### config.mk
export PLATFORM = sky130hd
export DESIGN_NAME = word_narrower
export DESIGN_NICKNAME = d
export VERILOG_FILES = /design/src/rtl/word_narrower.sv
export SDC_FILE = /design/constraint.sdc
export NUM_CORES = 1
export LEC_CHECK = 0
export CAP_MARGIN = 30
export CORE_UTILIZATION = 50
export DETAILED_ROUTE_END_ITERATION = 12
export PLACE_DENSITY = 0.95
export RECOVER_POWER = 25
export SYNTH_ARGS = -nofsm -noshare
export SYNTH_HDL_FRONTEND = slang
export SYNTH_SLANG_ARGS = --single-unit
### constraint.sdc
create_clock -name clk -period 3.7 [get_ports clk]
set_input_delay 0.555 -clock clk [delete_from_list [all_inputs] [get_ports clk]]
set_output_delay 0.555 -clock clk [all_outputs]
set_load 0.05 [all_outputs]
### src/rtl/word_narrower.sv
// word_narrower: registered 32-to-16-bit down-converter.
// Accepts 32-bit words over valid/ready and emits 16-bit beats, low half
// first. With COMPRESS=1, a word whose upper half is zero goes out as a
// single beat flagged out_zext, and the receiver restores bits [31:16]=0.
//
// Ports:
//   clk        rising-edge clock
//   reset      synchronous, active-high reset
//   in_valid   in_data holds a word to transfer
//   in_ready   block can accept a word this cycle (combinational)
//   in_data    32-bit word to narrow
//   out_valid  out_data holds a beat
//   out_ready  consumer takes the beat this cycle
//   out_data   current 16-bit beat
//   out_zext   single-beat word, upper half is zero
//   out_last   final beat of the current word
//   zext_count number of words sent compressed, wraps modulo 2^16
module word_narrower #(
    parameter bit COMPRESS = 1'b1
) (
    input  logic        clk,
    input  logic        reset,
    input  logic        in_valid,
    output logic        in_ready,
    input  logic [31:0] in_data,
    output logic        out_valid,
    input  logic        out_ready,
    output logic [15:0] out_data,
    output logic        out_zext,
    output logic        out_last,
    output logic [15:0] zext_count
);

    typedef enum logic [1:0] {
        IDLE = 2'd0,
        LOW  = 2'd1,
        HIGH = 2'd2
    } state_e;

    state_e      state_q;
    logic [31:0] word_q;
    logic [15:0] out_data_q;
    logic        out_zext_q;
    logic        out_last_q;
    logic [15:0] zext_count_q;

    logic in_xfer;
    logic out_xfer;
    logic zx;

    // A new word may be taken in the same cycle the final beat leaves,
    // so back-to-back single-beat words stream at one per cycle.
    assign in_ready = (state_q == IDLE) || (out_ready && out_last_q);
    assign out_valid = (state_q != IDLE);

    assign in_xfer  = in_valid && in_ready;
    assign out_xfer = out_valid && out_ready;
    assign zx       = COMPRESS && (in_data[31:16] == 16'h0000);

    always_ff @(posedge clk) begin
        if (reset) begin
            state_q      <= IDLE;
            word_q       <= '0;
            out_data_q   <= '0;
            out_zext_q   <= 1'b0;
            out_last_q   <= 1'b0;
            zext_count_q <= '0;
        end else begin
            if (out_xfer && out_zext_q) begin
                zext_count_q <= zext_count_q + 16'd1;
            end

            // in_xfer outside IDLE implies the final beat is leaving now,
            // so loading takes priority over the out_last=1 retire path.
            if (in_xfer) begin
                state_q    <= LOW;
                word_q     <= in_data;
                out_data_q <= in_data[15:0];
                out_zext_q <= zx;
                out_last_q <= zx;
            end else if (out_xfer) begin
                if (out_last_q) begin
                    state_q <= IDLE;
                end else begin
                    state_q    <= HIGH;
                    out_data_q <= word_q[31:16];
                    out_zext_q <= 1'b0;
                    out_last_q <= 1'b1;
                end
            end
        end
    end

    assign out_data   = out_data_q;
    assign out_zext   = out_zext_q;
    assign out_last   = out_last_q;
    assign zext_count = zext_count_q;

endmodule

## Word-level counts from Yosys, hierarchy flattened

Cells that the tools add are included.

| word-level totals | value |
|---|---|
| logic and storage cells | 31 |
| bits of input ports | 36 |
| register bits | 68 |

| operators by class | value |
|---|---|
| add/subtract/negate cells | 1 |
| muxes and demuxes | 11 |
| reductions and logical operators | 11 |
| equality and inequality tests | 1 |

Operator list:

| cell | count |
|---|---|
| 16-bit two-way mux | 3 |
| 16-bit by 1-bit adder with 16-bit output, second input constant | 1 |
| 16-bit logical NOT | 1 |
| 1-bit two-way mux | 7 |
| 1-bit logical AND | 4 |
| 2-bit nonzero test | 2 |
| 2-bit logical NOT | 1 |
| 2-bit two-way mux | 1 |
| 2-bit by 1-bit inequality test with 1-bit output, second input constant | 1 |
| 2-bit AND reduction | 1 |
| 2-bit OR reduction | 1 |
| 1-bit logical OR | 1 |

## Logic depth before layout (Yosys ltp)

Gate-level depths: netlist of the first run.

| logic depth | value |
|---|---|
| depth in word-level cells | 5 |
| mapped depth | 6 |

## Least setup slack after synthesis of the first run

OpenSTA, ideal clock, no wires.

| timing path | value |
|---|---|
| kind | reg-to-reg |
| start point | register zext_count_q[0] (netlist: zext_count[0]) |
| end point | register zext_count_q[14] (netlist: zext_count[14]) |
| path buffers | 0 |
| slack | 1.537 ns |
| data required time | 3.630 ns |
| stages on the path, launching flop included | 6 |
| period minus slack after synthesis | 2.163 ns |
| arrival time | 2.092 ns |
| cells stage by stage | dfxtp_1 ha_1 nand3_1 or3_4 or4_1 a21oi_1 |

| between the ends | value |
|---|---|
| word-level cells in the longest chain between the ends | 1 |

Ends and longest elaborated chain:

| what | RTL line | RTL |
|---|---|---|
| start: declaration | 45 | `logic [15:0] zext_count_q;` |
| start signal: assignment | 70 | `zext_count_q <= zext_count_q + 16'd1;` |
| 16-bit by 1-bit adder with 16-bit output | 70 |  |

Every way passes these cells.
A chain may end at the register's enable or synchronous reset.

## Final worst setup path of the first run

| timing path | value |
|---|---|
| start point | input in_valid |
| end point | register out_zext_q (netlist: out_zext) |

| between the ends | value |
|---|---|
| word-level cells in the longest chain between the ends | 3 |
| elaborated cells between the ends (all ways) | 5 |

Ends and longest elaborated chain:

| what | RTL line | RTL |
|---|---|---|
| start: declaration | 23 | `input logic in_valid,` |
| 1-bit logical AND (*) | 56 | `assign in_xfer = in_valid && in_ready;` |
| 2-bit by 1-bit inequality test with 1-bit output (no source line) or 2-bit nonzero test (tied branches) | n/a |  |
| 2-bit AND reduction (no source line) | n/a |  |
| end signal: assignment | 79 | `out_zext_q <= zx;` |
| end: declaration | 43 | `logic out_zext_q;` |

Mark *: on every way between the ends. The rest lies on a longest branch, timed or not.

==> results of run 1 <==
## metrics by stage
stage,worst slack [ns],util [%]
after floorplan,1.54,-
after global placement,0.936,70.1
after detailed placement,0.898,70.7
after CTS,0.890,72.8
after global routing,0.445,72.5
final,0.616,72.5
## report_power, final
group | switching [mW] | total (mW) | internal [mW]
Clock | 0.189 | 0.341 | 0.152
Combinational | 0.202 | 0.329 | 0.127
Sequential | 0.0206 | 0.616 | 0.595
## critical path: stages
cell and delay (ns):
sky130_fd_sc_hd__clkdlybuf4s50_1 0.46, sky130_fd_sc_hd__clkbuf_1 1.06, sky130_fd_sc_hd__nand2_1 0.79, sky130_fd_sc_hd__o22a_1 0.39, sky130_fd_sc_hd__nor2_1 0.08
## Yosys cell counts (all sizes together), types with 2 or more instances
| cell | n |
|---|---|
| nand4 | 5 |
| o22a | 2 |
| or4 | 2 |
| a31o | 11 |
| o21ai | 27 |
| inv | 21 |
| nor4 | 8 |
| or3 | 5 |
| a21oi | 39 |
| dfxtp | 52 |
| nor3 | 13 |
| nor2 | 13 |
| xnor2 | 8 |
| nand3 | 12 |
| nand2 | 37 |
| clkbuf | 20 |
| mux2i | 2 |
| buf | 3 |
| a31oi | 16 |
## metal layers
layer | track usage [%] | share of wire, %
met5 | 0 | 0
met4 | 12.0 | 1.9
met3 | 8.02 | 8.3
met2 | 43.9 | 47
met1 | 32.1 | 43
## flip-flops by register name (all words and copies together), names as in the netlist
register and flops:
word_q 16, state_q 2, out_data 16, out_zext 1, zext_count 16, out_last 1
## cells in the final DEF, fill, tap and decap left out, types with 2 or more instances in the layout
cell                              count
sky130_fd_sc_hd__o21ai_0             27
sky130_fd_sc_hd__nor2_1              12
sky130_fd_sc_hd__a21oi_1             39
sky130_fd_sc_hd__a31o_2              11
sky130_fd_sc_hd__mux2i_1              2
sky130_fd_sc_hd__nand4_1              5
sky130_fd_sc_hd__dfxtp_1             52
sky130_fd_sc_hd__nor3_1              13
sky130_fd_sc_hd__nand2_1             37
sky130_fd_sc_hd__nand3_1             12
sky130_fd_sc_hd__nor4_1               8
sky130_fd_sc_hd__o22a_1               2
sky130_fd_sc_hd__inv_1               21
sky130_fd_sc_hd__clkbuf_8             6
sky130_fd_sc_hd__clkdlybuf4s50_1     70
sky130_fd_sc_hd__or3_1                4
sky130_fd_sc_hd__xnor2_1              8
sky130_fd_sc_hd__buf_4                4
sky130_fd_sc_hd__a31oi_1             16
sky130_fd_sc_hd__clkbuf_1             3
## final timing paths
| kind | startpoint | endpoint | slack, ns |
|---|---|---|---|
| worst min register to register | word_q[31] | word_q[31] | 0.46 |
| worst max register to register | state_q[0] | zext_count[12] | 1.51 |
| worst min-delay path | word_q[31] | word_q[31] | 0.46 |
| worst max-delay path | in_valid | out_zext | 0.62 |
## layout make-up
type                    count  share of cell area [%]
clock buffers               7                    2.66
repair buffers             78                    23.9
well taps                  52                    2.01
flip-flops and latches     52                    32.1
multi-input cells         212                    36.7
clock inverters             1                   0.231
inverters                  21                    2.43
## cell families after synthesis
logic type,share of synthesized area [%]
AO/OA/AOI/OAI,24.7
AND/OR/NAND/NOR,20.3
flip-flops,43.4
buffers and inverters,6.94
XOR/XNOR,3.29
multiplexers,0.835
adder cells (fa/ha/maj),0.522
==> summary by stage, run 1 <==
Run status
The run finished, with violations left. The checks that failed: DRC.

Synth
Counting flops and latches in the post-synthesis netlist gives 52. In this run, distinct cell masters in the synthesized netlist total 34. The synthesized instance count is 308. The biggest area contributor in the post-synthesis netlist is sky130_fd_sc_hd__dfxtp_1. By area the synthesized netlist is led by sky130_fd_sc_hd__dfxtp_1, sky130_fd_sc_hd__a21oi_1, sky130_fd_sc_hd__nand2_1. The number of enable-type register cells in the synthesized netlist is 0. The sequential area share after synthesis is 43.4%. In this run the mean area of a mapped cell was 7.79 um^2. The synthesized design devotes to its leading area cell type 43.4% of total area. The dominant synthesized flop cell is sky130_fd_sc_hd__dfxtp_1. The number of warning messages in the yosys log is 0. For this run, asynchronously set or reset flops after synthesis account for 0%. The number of nets in the synthesized netlist is 345. In this run the cell area of the synthesized design comes to around 0.0024 mm^2.

Job
The number of violations of the max-capacitance limit is 0.

Clock tree
The number of setup buffers added after CTS is 0. The H-tree was split into 2 levels. The count of hold buffers inserted by post-cts repair is 0. Gates resized during post-CTS repair numbered 0. The clock drives 52 sinks. The number of clock buffers added by TritonCTS is 5. The clock-pin transition on the worst setup and hold timing paths is 0.09 ns. The tree is rooted in a sky130_fd_sc_hd__clkbuf_8. The number of buffers between clock root and the deepest sink is 2. The clock tree from TritonCTS is yes. The insertion delay of the later-clocked pin in the worst-skew pair is 0.32 ns.

Route
The mean routed wirelength per cell is 15.2 um. For this run, the detailed router's first-pass iteration total came to 9. In this run, the number of DRC markers left after iteration 0 of detailed routing was 277. In this run the remaining antenna-violating nets after routing total 0.

The number of design rule violations left after detail routing is 8. The vias after detailed routing is between 2,000 and 3,000. In the routed layout, each cell is associated on average with a via count of 5.99.

The total routed wirelength is roughly 6.4 mm.

Worst setup path
Along the worst path, the maximum fanout reaches 36. The worst setup path is launched from an input pin. The required time at the endpoint of the critical path is 3.95 ns. The worst setup path is of the input pin to flop kind. Counting cells, the worst reg-to-reg path comes to 4. STA classifies the critical path endpoint as a flop. The critical path arrival is 3.33 ns.

Timing
After layout, the worst path uses a little over four fifths of the clock period. The routed design could run at a clock period as short as a little over 3 ns. Timing would allow up to 0.324 GHz. The worst clock skew is ~0.013 ns. The worst pin sits at a relative slew slack of 2.61%. After routing, the total negative slack on setup checks comes to 0 ns. The actual transition at the worst max-transition pin is 1.46 ns.

The final hold slack is 0.462 ns. The count of pins over their slew limit is 0. The count of final hold-check violations came to 0.

Setup violations remaining at the end of the flow were counted as 0. Setup repair after global routing left no endpoint under its margin.

Final layout
The number of fill cells in the layout is 340. In the final design database the tool counted 407 nets. The total non-filler cell area in the finished layout is 0.00324 mm^2.

The antenna cell count is 0. The multi-input combinational cells in the finished layout cover a total of 0.00119 mm^2. Cells with a size suffix above 1 make up 7.28% of the layout. Summing all flip-flop and latch instances after layout gives 0.00104 mm^2.

The final non-filler cell total is 423. Compared with the post-synthesis result, the final layout area differs by 35.2%.

Die
For this design the top-level I/O count stands at 72. After floorplanning, the core was divided into 24 placement rows. The die is 71.3 um wide. For this configuration, the core starts out at a cell density of 53.6%. The region available for standard cell placement spans 0.00447 mm^2.

The floorplan step defined a die boundary enclosing 0.00508 mm^2. The height of the chip is 71.3 um.

Placed design
Summing all placed instances gives a cell area of 0.00316 mm^2. The final estimated routing congestion in global placement is 0.829. After detailed placement, the design holds a cell count of 415. Summed over all nets, the half-perimeter wirelength after detailed placement is 4.50 mm. The number of buffers inserted by port buffering is 71.

GRT
The initial antenna violation count is 0. The number of global-route vias before repair is 2,411. The first global-routing pass estimated ~11 mm of wire. The overall track demand over capacity in global routing is 26.6%.

The pin count of the biggest net entering global routing is 37. The final global-route overflow total is 0.

Min path
The tightest min-delay check is of the flop to flop type. The worst hold path was traced through 2 stages.

Power
The cell leakage power is 1.18 nW. In this run the power density over the cells is 397 mW/mm^2. VDD sags by at most 0.197 mV.

The final total power is 1.29 mW.
Power figures use the tool's default switching activity.
==> inputs of run 2 (changes only) <==
--- a/config.mk
+++ b/config.mk
@@ -6,9 +6,9 @@
 export NUM_CORES = 1
 export LEC_CHECK = 0
 export CAP_MARGIN = 30
-export CORE_UTILIZATION = 50
+export CORE_UTILIZATION = 42
 export DETAILED_ROUTE_END_ITERATION = 12
-export PLACE_DENSITY = 0.95
+export PLACE_DENSITY = 0.86
 export RECOVER_POWER = 25
 export SYNTH_ARGS = -nofsm -noshare
 export SYNTH_HDL_FRONTEND = slang
==> constraint.sdc (replaced) <==
create_clock -name clk -period 2.5 [get_ports clk]
set_input_delay 0.375 -clock clk [delete_from_list [all_inputs] [get_ports clk]]
set_output_delay 0.375 -clock clk [all_outputs]
set_load 0.05 [all_outputs]
==> summary by stage, run 2 (synthesis gave the netlist of run 1 again) <==
Timing
The count of final hold-check violations is 0 (unchanged). The worst clock skew was 0.00919 ns (-0.00350 ns). The final hold slack is 0.464 ns (+0.00233 ns). Subtracting the final worst setup slack from the clock period gives 2.09 ns. The worst slew margin relative to its limit is 63.7% (+61 points). The actual transition at the worst max-transition pin came to 0.543 ns (-0.918 ns). Setup repair after global routing left no endpoint under its margin. The least setup slack across all paths after layout is 0.408 ns (-0.208 ns).

For this run, the top clock speed supported by timing is 0.478 GHz. The accumulated negative setup slack was 0 ns (unchanged). The number of endpoints failing setup at the final stage is 0 (unchanged). The count of pins over their slew limit was 0 (unchanged).

The final critical path takes up 83.7% of the cycle.

Final layout
The antenna cell count was 0 (unchanged). The number of nets in the layout is 408 (+0.25%). The fraction of layout instances using a drive strength above 1 came to 7.80% (+0.52 points). Leaving out fill and tap cells, the most frequent cell in the layout is sky130_fd_sc_hd__clkdlybuf4s50_1. The library cells used most frequently in the layout, excluding fill and tap cells, are sky130_fd_sc_hd__clkdlybuf4s50_1, sky130_fd_sc_hd__dfxtp_1, sky130_fd_sc_hd__a21oi_1, sky130_fd_sc_hd__nand2_1, sky130_fd_sc_hd__o21ai_0. The area growth from synthesis to layout is 35.7%.

Die
The number of top-level design ports was 72 (unchanged). The height of the chip is 77.6 um (+8.9%). The number of core rows is 27 (+13%). The die span in x was 77.6 um (+8.9%). The starting density of the core is 43.6% (-10 points). The die area is 0.00602 mm^2 (+18%). The area of the core was 0.00551 mm^2 (+23%).

Worst setup path
The critical path is of the input pin to flop type. The required time at the endpoint of the critical path came to 2.74 ns (-1.21 ns). The startpoint kind of the worst setup timing path is an input pin. STA classifies the critical path endpoint as a flop. The peak fanout along the critical path is 5 (-86%). The worst-case register-to-register setup slack is 0.54 ns (-0.97 ns). The critical path arrival was 2.33 ns (-1.00 ns).

The critical path starts at out_ready. The startpoint identified for the worst register-to-register timing path is zext_count[0].

Power
The largest voltage drop on the vdd net is 0.262 mV (+33%). The cell leakage power came to 1.19 nW (+0.26%). The areal power density over the cells is 581 mW/mm^2 (+46%).

Route
The number of design rule violations left after detail routing is 0 (-8). The vias after detailed routing was 2,497 (-1.4%). The total routed wirelength is 6.32 mm (-1.5%). The mean routed wirelength per cell came to 14.2 um (-6.2%). The number of design-rule violations left by the first detailed-router iteration is 150 (-46%). The detailed-routing iteration count for the pre-antenna-repair pass is 4 (-5). The antenna violation net count after detailed routing is 0 (unchanged). The ratio of routed vias to standard cells is 5.62 (-6.0%).

GRT
The number of global-route vias before repair is 2,236 (-7.3%). The final global-route overflow total is 0 (unchanged). The wire length of the first global-routing pass is 10.4 mm (-3.5%). The initial antenna violation count is 0 (unchanged). The pin count of the biggest net entering global routing is 33 (-11%). The overall track demand over capacity in global routing is 21.5% (-5.1 points).

Min path
In this run the most critical hold path is launched from word_q[18]. The path class of the tightest hold or removal check is flop to flop.

Clock tree
The number of clock buffers inserted by TritonCTS came to 5 (unchanged). The clock sink count is 52 (unchanged). The insertion delay of the later-clocked pin in the worst-skew pair came to 0.31 ns (about the same).

The number of buffers between clock root and the deepest sink came to 2 (unchanged). The number of setup buffers added after CTS is 0 (unchanged). The clock-pin transition on the worst setup and hold timing paths is 0.09 ns (about the same). The cell at the root of the clock tree is sky130_fd_sc_hd__clkbuf_8.

The count of hold buffers inserted by post-cts repair is 0 (unchanged). The number of levels the H-tree was split into is 2 (unchanged). The clock tree from TritonCTS is yes. The total of cells resized after clock tree synthesis is 0 (unchanged).

Job
The number of violations of the max-capacitance limit is 0 (unchanged).

Placed design
The number of buffers inserted by port buffering came to 71 (unchanged). The final estimated routing congestion in global placement is 0.777 (-6.2%). The post-placement setup slack is 0.223 ns (-0.675 ns). The estimated wirelength of the detail-placed design is 4.44 mm (-1.5%).

Run status
The flow ran to the end, and the final reports show no timing, DRC or antenna violations.
## run 2: layout make-up
type / count / area [um^2]
clock buffers: 7 / 86.3
clock inverters: 1 / 7.51
fillers: 504 / 2250
inverters: 21 / 78.8
multi-input cells: 212 / 1180
flip-flops and latches: 52 / 1040
well taps: 72 / 90.1
repair buffers: 79 / 772
## run 2: per-layer routing
| layer | up-vias | part of all wire (%) | routed length, um | GRT usage (%) |
|---|---|---|---|---|
| li1 | 1215 | - | - | - |
| met1 | 1156 | 42 | 2630 | 27.2 |
| met2 | 113 | 48 | 3020 | 34.9 |
| met3 | 13 | 8.8 | 558 | 5.88 |
| met4 | 0 | 1.8 | 114 | 7.92 |
| met5 | - | 0 | 0 | 0 |
## run 2: path summary, 6_finish.rpt
path,cells after the start,endpoint
max,5,zext_count[15]
min,2,word_q[18]
max reg2reg,5,zext_count[14]
min reg2reg,2,word_q[18]
## run 2: critical path, cell delays in order
cell                            delay [ns]
sky130_fd_sc_hd__dlygate4sd3_1        0.56
sky130_fd_sc_hd__o211ai_1             0.18
sky130_fd_sc_hd__or4_1                0.68
sky130_fd_sc_hd__or3_1                0.39
sky130_fd_sc_hd__a21oi_1              0.14
## run 2: power breakdown
group	total, mW	leakage [nW]	internal, mW	switching [mW]
Combinational	0.484	0.715	0.191	0.293
Sequential	0.912	0.426	0.880	0.0311
Clock	0.495	0.0445	0.225	0.270
Total	1.89	1.19	1.30	0.594
## run 2: through the flow
stage | utilization, % | instances | power [mW] | instance area (um^2)
after floorplan | - | 308 | 1.23 | 2400
after global placement | 57.7 | 436 | 1.40 | 3180
after detailed placement | 57.7 | 436 | 1.41 | 3180
after CTS | 59.4 | 444 | 1.90 | 3270
after global routing | 59.1 | 444 | 1.98 | 3260
final | 59.1 | 444 | 1.89 | 3260
==> inputs of run 3 (changes only) <==
--- a/config.mk
+++ b/config.mk
@@ -6,9 +6,9 @@
 export NUM_CORES = 1
 export LEC_CHECK = 0
 export CAP_MARGIN = 30
-export CORE_UTILIZATION = 42
+export CORE_UTILIZATION = 47
 export DETAILED_ROUTE_END_ITERATION = 12
-export PLACE_DENSITY = 0.86
+export PLACE_DENSITY = 0.91
 export RECOVER_POWER = 25
 export SYNTH_ARGS = -nofsm -noshare
 export SYNTH_HDL_FRONTEND = slang
==> constraint.sdc (replaced) <==
create_clock -name clk -period 1.95 [get_ports clk]
set_input_delay 0.2925 -clock clk [delete_from_list [all_inputs] [get_ports clk]]
set_output_delay 0.2925 -clock clk [all_outputs]
set_load 0.05 [all_outputs]
==> summary by stage, run 3 (synthesis gave the netlist of run 1 again) <==
Timing
The least setup slack across all paths after layout came to 0.0440 ns (-0.364 ns). The worst slew margin relative to its limit was 60.9% (-2.8 points). The count of final hold-check violations is 0 (unchanged). Setup repair after global routing left no endpoint under its margin. The final worst-path cycle share is 97.7%. The final hold slack is 0.471 ns (+0.00689 ns). The count of pins over their slew limit was 0 (unchanged). The accumulated negative setup slack is 0 ns (unchanged). Timing would allow up to roughly 0.52 GHz.

The number of endpoints failing setup at the final stage is 0 (unchanged). The worst clock skew is 0.00474 ns (-0.00445 ns). The actual transition at the worst max-transition pin is 0.586 ns (+0.0433 ns). The smallest clock period supported by the final layout is computed as 1.91 ns.

Clock tree
The count of hold buffers inserted by post-cts repair is 0 (unchanged). The number of setup buffers added after CTS is 0 (unchanged). The total of cells resized after clock tree synthesis is 0 (unchanged).

CTS placed an instance of sky130_fd_sc_hd__clkbuf_8 at the clock tree root. The clock-pin transition on the worst setup and hold timing paths was 0.09 ns (about the same). The number of clock buffers inserted by TritonCTS came to 5 (unchanged).

The clock sink count is 52 (unchanged). The clock tree from TritonCTS is yes. The number of levels the H-tree was split into came to 2 (unchanged). The insertion delay of the later-clocked pin in the worst-skew pair came to 0.31 ns (about the same).

The number of buffers between clock root and the deepest sink is 2 (unchanged).

Final layout
The antenna cell count is 0 (unchanged). The number of nets in the layout is 417 (+2.2%). The area added between synthesis and finish is 39.9%. The most common library cell in the layout ignoring fill and taps is sky130_fd_sc_hd__clkdlybuf4s50_1.

The final non-filler cell total came to 448 (+0.90%). The fraction of layout instances using a drive strength above 1 came to 11.5% (+3.8 points). The final design utilization is 69.6% (+11 points). The library cells used most frequently in the layout, excluding fill and tap cells, are sky130_fd_sc_hd__clkdlybuf4s50_1, sky130_fd_sc_hd__dfxtp_1, sky130_fd_sc_hd__a21oi_1, sky130_fd_sc_hd__nand2_1, sky130_fd_sc_hd__o21ai_0. The number of fill cells in the layout was 406 (-19%).

The total non-filler cell area in the finished layout came to 0.00335 mm^2 (+3.0%).

Power
The areal power density over the cells is 725 mW/mm^2 (+25%). The cell leakage power is 1.28 nW (+7.8%). The final total power came to 2.43 mW (+29%). The largest voltage drop on the vdd net was 0.369 mV (+41%).

Placed design
The estimated wirelength of the detail-placed design is 4.64 mm (+4.7%). The post-detailed-placement cell area is 0.00329 mm^2 (+3.5%). The number of instances in the placed design is 440 (+0.92%).

The post-placement setup slack came to -0.166 ns (-0.389 ns). The final estimated routing congestion in global placement is 0.794 (+2.1%). The number of buffers inserted by port buffering came to 71 (unchanged).

Worst setup path
The startpoint kind of the worst setup timing path is a flop. The endpoint type of the worst setup path is an output pin. The endpoint identified for the worst register-to-register timing path is zext_count[14]. The worst-case reg-to-reg path depth is 5 (unchanged). The peak fanout along the critical path is 5 (unchanged). The delay of the slowest cell on the worst path came to 0.85 ns (+0.17 ns). The required time at the endpoint of the critical path is 1.66 ns (-1.08 ns). The worst setup path category is flop to output pin.

The combined buffer and inverter count along the critical path is 1 (unchanged). Broken down by cell family, the worst path's largest delay share belongs to buffers and inverters. The cell with the biggest individual delay on the critical path is sky130_fd_sc_hd__clkdlybuf4s50_1.

The worst-case register-to-register setup slack is 0.12 ns (-0.42 ns). Traced cell by cell, the critical path runs through clkdlybuf4s50_1. The worst flop-to-flop path startpoint is zext_count[1]. The critical path arrival is 1.61 ns (-0.72 ns).

Route
The ratio of routed vias to standard cells is 5.70 (+1.3%). The mean routed wirelength per cell was 14.7 um (+3.5%). The number of design rule violations left after detail routing came to 0 (unchanged). The number of design-rule violations left by the first detailed-router iteration was 208 (+39%). The vias after detailed routing was 2,553 (+2.2%). The antenna violation net count after detailed routing was 0 (unchanged).

The detailed-routing iteration count for the pre-antenna-repair pass is 7 (+3). The total routed wirelength is 6.60 mm (+4.4%).

Die
The starting density of the core came to 49.8% (+6.2 points). The number of core rows came to 25 (-7.4%). The number of top-level design ports was 72 (unchanged).

The die span in x is 73.4 um (-5.3%). The height of the chip is 73.4 um (-5.3%). The die area is 0.00539 mm^2 (-10%). The area of the core is 0.00482 mm^2 (-13%).

GRT
The wire length of the first global-routing pass is 10.5 mm (+1.7%). The final global-route overflow total is 0 (unchanged). The number of global-route vias before repair is 2,302 (+3.0%). The overall track demand over capacity in global routing was 25.4% (+3.9 points).

The initial antenna violation count is 0 (unchanged). The pin count of the biggest net entering global routing is 53 (+61%).

Job
The number of violations of the max-capacitance limit is 0 (unchanged).

Min path
The min-delay analysis places its worst path in the category flop to flop. The number of cells traversed by the worst hold path is 2 (unchanged). The worst-case hold path end point is word_q[23]. In this run the most critical hold path is launched from word_q[23].

Run status
The flow ran to the end, and the final reports show no timing, DRC or antenna violations.
==> run 3: changes by cell type in the layout (fill, tap and decap cells not counted), moves of 2 or more <==
cell                              previous run  this run
sky130_fd_sc_hd__dlymetal6s2s_1              0         2
sky130_fd_sc_hd__clkdlybuf4s50_1            68        66
sky130_fd_sc_hd__dfxtp_1                    52        46
sky130_fd_sc_hd__buf_4                       7         9
sky130_fd_sc_hd__clkbuf_1                    2         4
sky130_fd_sc_hd__dfxtp_2                     0         5
sky130_fd_sc_hd__clkbuf_2                    0         3
sky130_fd_sc_hd__buf_12                      1         4
==> run 3: area by class of cell <==
type | count | area [um^2] | share of cell area, %
Clock buffer | 5 | 68.8 | 2.05
Tap cell | 67 | 83.8 | 2.50
Sequential cell | 52 | 1050 | 31.3
Clock inverter | 3 | 22.5 | 0.671
Inverter | 21 | 78.8 | 2.35
Multi-Input combinational cell | 212 | 1190 | 35.4
Timing Repair Buffer | 88 | 863 | 25.7
==> run 3: worst max path at each step <==
stage	startpoint	end	slack, ns	cells after the start
after floorplan	zext_count[7]	zext_count[15]	0.01	4
after global placement	out_ready	zext_count[15]	-0.11	5
after detailed placement	out_ready	zext_count[14]	-0.17	5
after CTS	zext_count[11]	zext_count[11]	0.01	1
after global routing	zext_count[0]	zext_count[14]	0.002	5
final	zext_count[5]	zext_count[5]	0.04	1
==> run 3: power by group <==
part | switching [mW] | leakage, nW | internal (mW)
Sequential | 0.0346 | 0.430 | 1.13
Clock | 0.359 | 0.0485 | 0.257
Combinational | 0.390 | 0.800 | 0.263
==> run 3: per-layer routing <==
| layer | vias to the layer above | global-route usage, % | wire (um) |
|---|---|---|---|
| li1 | 1237 | - | - |
| met1 | 1184 | 30.1 | 2620 |
| met2 | 116 | 45.5 | 3390 |
| met3 | 16 | 6.04 | 505 |
| met4 | 0 | 7.69 | 87 |
| met5 | - | 0 | 0 |
